[src/rtl/wb_csr_arbiter_pkg.sv]
`default_nettype none
// ============================================================================
// Module   : wb_csr_arbiter_pkg
// Purpose  : State encodings, defaults and round-robin pick for the CSR arbiter
// Revision : 1.0
// ============================================================================
package wb_csr_arbiter_pkg;

    typedef enum logic [1:0] {
        ST_IDLE = 2'd0,
        ST_GNT0 = 2'd1,
        ST_GNT1 = 2'd2,
        ST_ERR  = 2'd3
    } arb_state_e;

    localparam int unsigned C_DEF_TIMEOUT_CYCLES = 255;
    localparam int unsigned C_DEF_TO_W           = 8;

    // Returns the index of the master to grant; ptr breaks a tie.
    function automatic logic rr_pick(input logic req0, input logic req1, input logic ptr);
        if (req0 && req1) begin
            return ptr;
        end
        return !req0;
    endfunction

endpackage : wb_csr_arbiter_pkg
`default_nettype wire

[src/rtl/wb_csr_arbiter.sv]
`default_nettype none
// ============================================================================
// Module   : wb_csr_arbiter
// Purpose  : Two-master round-robin Wishbone classic arbiter with hung-cycle abort
// Revision : 1.0
// ============================================================================
module wb_csr_arbiter
    import wb_csr_arbiter_pkg::*;
#(
    parameter int unsigned TIMEOUT_CYCLES = C_DEF_TIMEOUT_CYCLES,
    parameter int unsigned TO_W           = C_DEF_TO_W
) (
    input  logic        wb_clk_i,
    input  logic        wb_rst_n_i,
    input  logic        m0_cyc_i,
    input  logic        m0_stb_i,
    input  logic        m0_we_i,
    input  logic [3:0]  m0_sel_i,
    input  logic [31:0] m0_adr_i,
    input  logic [31:0] m0_dat_i,
    output logic        m0_ack_o,
    output logic        m0_err_o,
    output logic [31:0] m0_dat_o,
    input  logic        m1_cyc_i,
    input  logic        m1_stb_i,
    input  logic        m1_we_i,
    input  logic [3:0]  m1_sel_i,
    input  logic [31:0] m1_adr_i,
    input  logic [31:0] m1_dat_i,
    output logic        m1_ack_o,
    output logic        m1_err_o,
    output logic [31:0] m1_dat_o,
    output logic        s_cyc_o,
    output logic        s_stb_o,
    output logic        s_we_o,
    output logic [3:0]  s_sel_o,
    output logic [31:0] s_adr_o,
    output logic [31:0] s_dat_o,
    input  logic        s_ack_i,
    input  logic [31:0] s_dat_i
);

    arb_state_e      state_q, state_d;
    logic            err_idx_q, err_idx_d;
    logic            rr_ptr_q, rr_ptr_d;
    logic [TO_W-1:0] to_cnt_q, to_cnt_d;

    logic w_granted, w_gnt_idx, w_sel_cyc, w_sel_stb, w_timeout, w_err_cyc;

    assign w_granted = (state_q == ST_GNT0) || (state_q == ST_GNT1);
    assign w_gnt_idx = (state_q == ST_GNT1);
    assign w_sel_cyc = w_gnt_idx ? m1_cyc_i : m0_cyc_i;
    assign w_sel_stb = w_gnt_idx ? m1_stb_i : m0_stb_i;
    assign w_err_cyc = err_idx_q ? m1_cyc_i : m0_cyc_i;

    // A zero timeout disables the abort path entirely.
    assign w_timeout = (TIMEOUT_CYCLES != 0) && w_granted && w_sel_cyc && w_sel_stb &&
                       !s_ack_i && (to_cnt_q == TO_W'(TIMEOUT_CYCLES));

    // Read data is broadcast; masters qualify it with their own ack.
    assign m0_dat_o = wb_rst_n_i ? s_dat_i : '0;
    assign m1_dat_o = wb_rst_n_i ? s_dat_i : '0;

    always_comb begin
        s_cyc_o  = 1'b0;
        s_stb_o  = 1'b0;
        s_we_o   = 1'b0;
        s_sel_o  = '0;
        s_adr_o  = '0;
        s_dat_o  = '0;
        m0_ack_o = 1'b0;
        m1_ack_o = 1'b0;
        m0_err_o = 1'b0;
        m1_err_o = 1'b0;
        if (w_granted) begin
            s_cyc_o  = w_sel_cyc && !w_timeout;
            s_stb_o  = w_sel_stb && !w_timeout;
            s_we_o   = w_gnt_idx ? m1_we_i  : m0_we_i;
            s_sel_o  = w_gnt_idx ? m1_sel_i : m0_sel_i;
            s_adr_o  = w_gnt_idx ? m1_adr_i : m0_adr_i;
            s_dat_o  = w_gnt_idx ? m1_dat_i : m0_dat_i;
            m0_ack_o = !w_gnt_idx && s_ack_i;
            m1_ack_o = w_gnt_idx && s_ack_i;
            m0_err_o = !w_gnt_idx && w_timeout;
            m1_err_o = w_gnt_idx && w_timeout;
        end
    end

    always_comb begin
        state_d   = state_q;
        err_idx_d = err_idx_q;
        rr_ptr_d  = rr_ptr_q;
        to_cnt_d  = '0;
        case (state_q)
            ST_IDLE: begin
                if (m0_cyc_i || m1_cyc_i) begin
                    state_d = rr_pick(m0_cyc_i, m1_cyc_i, rr_ptr_q) ? ST_GNT1 : ST_GNT0;
                end
            end
            ST_GNT0, ST_GNT1: begin
                if (!w_sel_cyc) begin
                    state_d  = ST_IDLE;
                    rr_ptr_d = !w_gnt_idx;
                end else if (w_timeout) begin
                    state_d   = ST_ERR;
                    err_idx_d = w_gnt_idx;
                    rr_ptr_d  = !w_gnt_idx;
                end else if (w_sel_stb && !s_ack_i) begin
                    to_cnt_d = (to_cnt_q == {TO_W{1'b1}}) ? to_cnt_q : to_cnt_q + 1'b1;
                end
            end
            ST_ERR: begin
                if (!w_err_cyc) begin
                    state_d = ST_IDLE;
                end
            end
            default: state_d = ST_IDLE;
        endcase
    end

    always_ff @(posedge wb_clk_i or negedge wb_rst_n_i) begin
        if (!wb_rst_n_i) begin
            state_q   <= ST_IDLE;
            err_idx_q <= 1'b0;
            rr_ptr_q  <= 1'b0;
            to_cnt_q  <= '0;
        end else begin
            state_q   <= state_d;
            err_idx_q <= err_idx_d;
            rr_ptr_q  <= rr_ptr_d;
            to_cnt_q  <= to_cnt_d;
        end
    end

endmodule : wb_csr_arbiter
`default_nettype wire

[config.mk]
export PLATFORM = sky130hd
export DESIGN_NAME = wb_csr_arbiter
export DESIGN_NICKNAME = d
export VERILOG_FILES = /design/src/rtl/wb_csr_arbiter_pkg.sv /design/src/rtl/wb_csr_arbiter.sv
export SDC_FILE = /design/constraint.sdc
export NUM_CORES = 1
export LEC_CHECK = 0
export ABC_AREA = 1
export CAP_MARGIN = 5
export CELL_PAD_IN_SITES_DETAIL_PLACEMENT = 2
export CELL_PAD_IN_SITES_GLOBAL_PLACEMENT = 2
export CORE_MARGIN = 2
export CORE_UTILIZATION = 10
export DETAILED_ROUTE_END_ITERATION = 10
export PLACE_DENSITY_LB_ADDON = 0.1
export SYNTH_ARGS = -nofsm -noshare
export SYNTH_HDL_FRONTEND = slang
export SYNTH_SLANG_ARGS = --single-unit
[constraint.sdc]
create_clock -name wb_clk_i -period 1.78 [get_ports wb_clk_i]
set_input_delay 0.178 -clock wb_clk_i [delete_from_list [all_inputs] [get_ports wb_clk_i]]
set_output_delay 0.178 -clock wb_clk_i [all_outputs]
set_load 0.005 [all_outputs]
==> metrics <==
status finished with violations; failing checks negative setup slack; post-synthesis mux area share 0; CP Data Arrival Time 1760 ps; Mapped Area 2232 sq um; Largest stage delay, worst path 390 ps; initial DRC count 55; Mapped Avg Cell Area 5.215 sq um; CTS tree built; Vias/cell 3.906; Synth Flop Type dfrtp_1; Max stage delay cell, worst path dfrtp_1; beginning of the critical path state_q[0]; TritonCTS Buffers 3; GRT overflow 0; Slew HR 0.7730; final core utilization 0.3103; Antenna Cells 0; max_cap viols 0; reg-to-reg startpoint state_q[1]; crit path time final 1938 ps; First-pass DRT Iterations 4; largest family of logic cells by synthesized area simple AND/OR/NAND/NOR gates; XOR/XNOR Fraction of Synth Area 0.02354; CP Max Fanout 5; Post-synth EDFFs 0; distinct cell type count of the synthesized netlist 23; maximum VDD drop 0.7363 mV; Rows 54; Pins Over Slew Limit 0; post-route antenna net violation count 0; Worst Setup Slack, final -158.5 ps; clk_lat worst skew 240 ps; CTS root buf clkbuf_16; cts hold-fix bufs 0; # DRC 0; CP required 1600 ps; FFs w/ async S/R, synth 1.000; first-pass GRT wire length 26310 um; Clock H-tree levels 1; Tcrit/Tclk final 1.089; GRT Util Overall 0.1413; CP Class register to output port; sequential area share after synthesis 0.1345; DIE AREA 23530 sq um; Routed WL 18710 um; hpwl dp 13460 um; CTS Sinks 12; critical path, cell by cell inv_2 > ha_4 > inv_6 > buf_6 > nand2_4 > nand3_4 > nor2_4 > nand2_4 > buf_6 > nand2_4 > inv_2 > buf_6; total power density per cell area 1555 nW/um^2; most frequent cells after synthesis 155 x nor2_1, 72 x o21ai_0, 51 x nand2_1, 45 x inv_1, 32 x buf_4; Top delay family on crit path buffers and inverters; CTS Buffer Depth 2; Max Freq 0.5159 GHz; fin nets 944; drt wl/cell 17.95 um; Critical Path Source Type register; Port Buf Inserts 315; Placer Congestion 0.7719; Yosys reg bits 12; Post-Synth Simple-Gate Area 0.4137; Clock Power Share 0.045; RR Endpoint state_q[1]; Post-Syn Nets 609; most frequent cell after synthesis nor2_1; sequential power share 0.032; die width 153.4 um; vias post-DR 4070; core area 21890 sq um; io pins 316; Mapped Cells 428; Area growth syn-to-layout 204.3%; RSZ-0062 raised after global routing yes; R2R Setup Slk -30 ps; post-synth top area share 0.2607; Crit. End Element output port; cell area after layout 6793 sq um; Gate power share 0.923; count of final setup violators 77; WP buf/inv 6; Yosys warning count 0; largest net degree at the start of global routing 34; sw frac 0.4486; dpl cell area 5725 sq um; vias in the first global route 4588; clock-pin slew on the worst setup and hold paths 50 ps; leading area contributor after synthesis nor2_1; initial antenna violation count 0; Least-Margin Pin Slew 340.6 ps; worst min path class primary input to asynchronous set/reset pin; Final Hold Vio Count 0; Initial Util 0.1020; leakage power 3.101 nW; Compound-Gate Fraction of Synth Area 0.1682; Post-Synth Adder-Cell Area 0.02242; chip height 153.4 um; R2R depth 12; Synth area leaders nor2_1 26%, o21ai_0 16%, dfrtp_1 13%, buf_4 11%, nand2_1 8.6%; Psw 0.004739 W; proportion of layout cells with a drive suffix above 1 0.3570; clock skew 1.846 ps; Cell Int Power 0.005825 W
-- per-layer routing --
layer | vias to the layer above | GRT usage | routed length, um
met5 | - | 0 | 0
met4 | 0 | 0.01485 | 153
met3 | 12 | 0.04253 | 1244
met2 | 170 | 0.2813 | 10420
met1 | 1930 | 0.1494 | 6888
li1 | 1958 | - | -
-- worst max-delay path by stage --
stage / depth (start not counted) / slack, ps / end
floorplan: 6 / 260 / s_dat_o[24]
global placement: 7 / -310 / s_adr_o[29]
detailed placement: 6 / -370 / s_dat_o[15]
CTS: 11 / -180 / m0_err_o
global route: 12 / -260 / s_cyc_o
finish: 12 / -160 / s_cyc_o
-- flip-flops by register name (all words and copies together) (netlist names) --
register	flops
state_q	2
err_idx_q	1
to_cnt_q	8
rr_ptr_q	1
-- final cells by class --
cell class / instances / area, sq um
Clock buffer: 4 / 88.84
Fill cell: 2548 / 15100
Inverter: 46 / 177.7
Multi-Input combinational cell: 311 / 1921
Sequential cell: 12 / 300.3
Tap cell: 280 / 350.3
Timing Repair Buffer: 389 / 3955
-- cells by family after synthesis --
logic type / Yosys count
flip-flops: 12
AO/OA/AOI/OAI: 74
adder cells (fa/ha/maj): 4
XOR/XNOR: 6
buffers and inverters: 105
AND/OR/NAND/NOR: 227
-- stage by stage --
step | total power, W | setup WS [ps] | cells | hold WS [ps] | TNS [ps]
2_1_floorplan | 0.002735 | 259.6 | 428 | -117.6 | 0
3_3_place_gp | 0.006938 | -306.9 | 998 | 458.8 | -13980
3_5_place_dp | 0.007035 | -372.3 | 998 | 475.5 | -17930
4_1_cts | 0.009234 | -185.0 | 1026 | 484.6 | -4099
5_1_grt | 0.01141 | -261.0 | 1042 | 279.0 | -12180
6_report | 0.01056 | -158.5 | 1042 | 232.9 | -4930
-- power by group through the flow --
stage	Clock, W	Combinational [W]	Sequential (W)
global placement	0	0.00660	0.000339
global route	0.000501	0.0106	0.000345
finish	0.000471	0.00975	0.000341
floorplan	0	0.00239	0.000341
detailed placement	0	0.00669	0.000343
CTS	0.000482	0.00841	0.000340
-- worst min-delay path: stages --
cell and delay [ps]:
dlymetal6s2s_1 200, clkbuf_16 220, buf_4 230
-- repair_timing --
action                                  4_1_cts  5_1_grt
resized for setup                           421      122
cloned                                        8        9
endpoints found under the setup margin       76      135
pin swaps                                    33       66
setup buffers                                17        9
-- cell usage in the layout, fill, tap and decap left out, types with 6 or more instances in the layout --
cell type / Yosys / layout
nand2_1: 51 / 44
dfrtp_1: 12 / 12
nor2_1: 155 / 117
buf_2: 1 / 67
nand2_4: 2 / 7
o21ai_2: 0 / 51
nand3_1: 7 / 6
buf_12: 0 / 18
buf_6: 2 / 16
buf_4: 32 / 25
o21ai_1: 0 / 14
clkdlybuf4s50_1: 0 / 239
nor2_4: 1 / 17
nand2_2: 5 / 7
inv_1: 45 / 42
nor2_2: 1 / 23
buf_16: 0 / 8
clkbuf_16: 0 / 11
No activity file was read; power rests on OpenSTA's default activity.
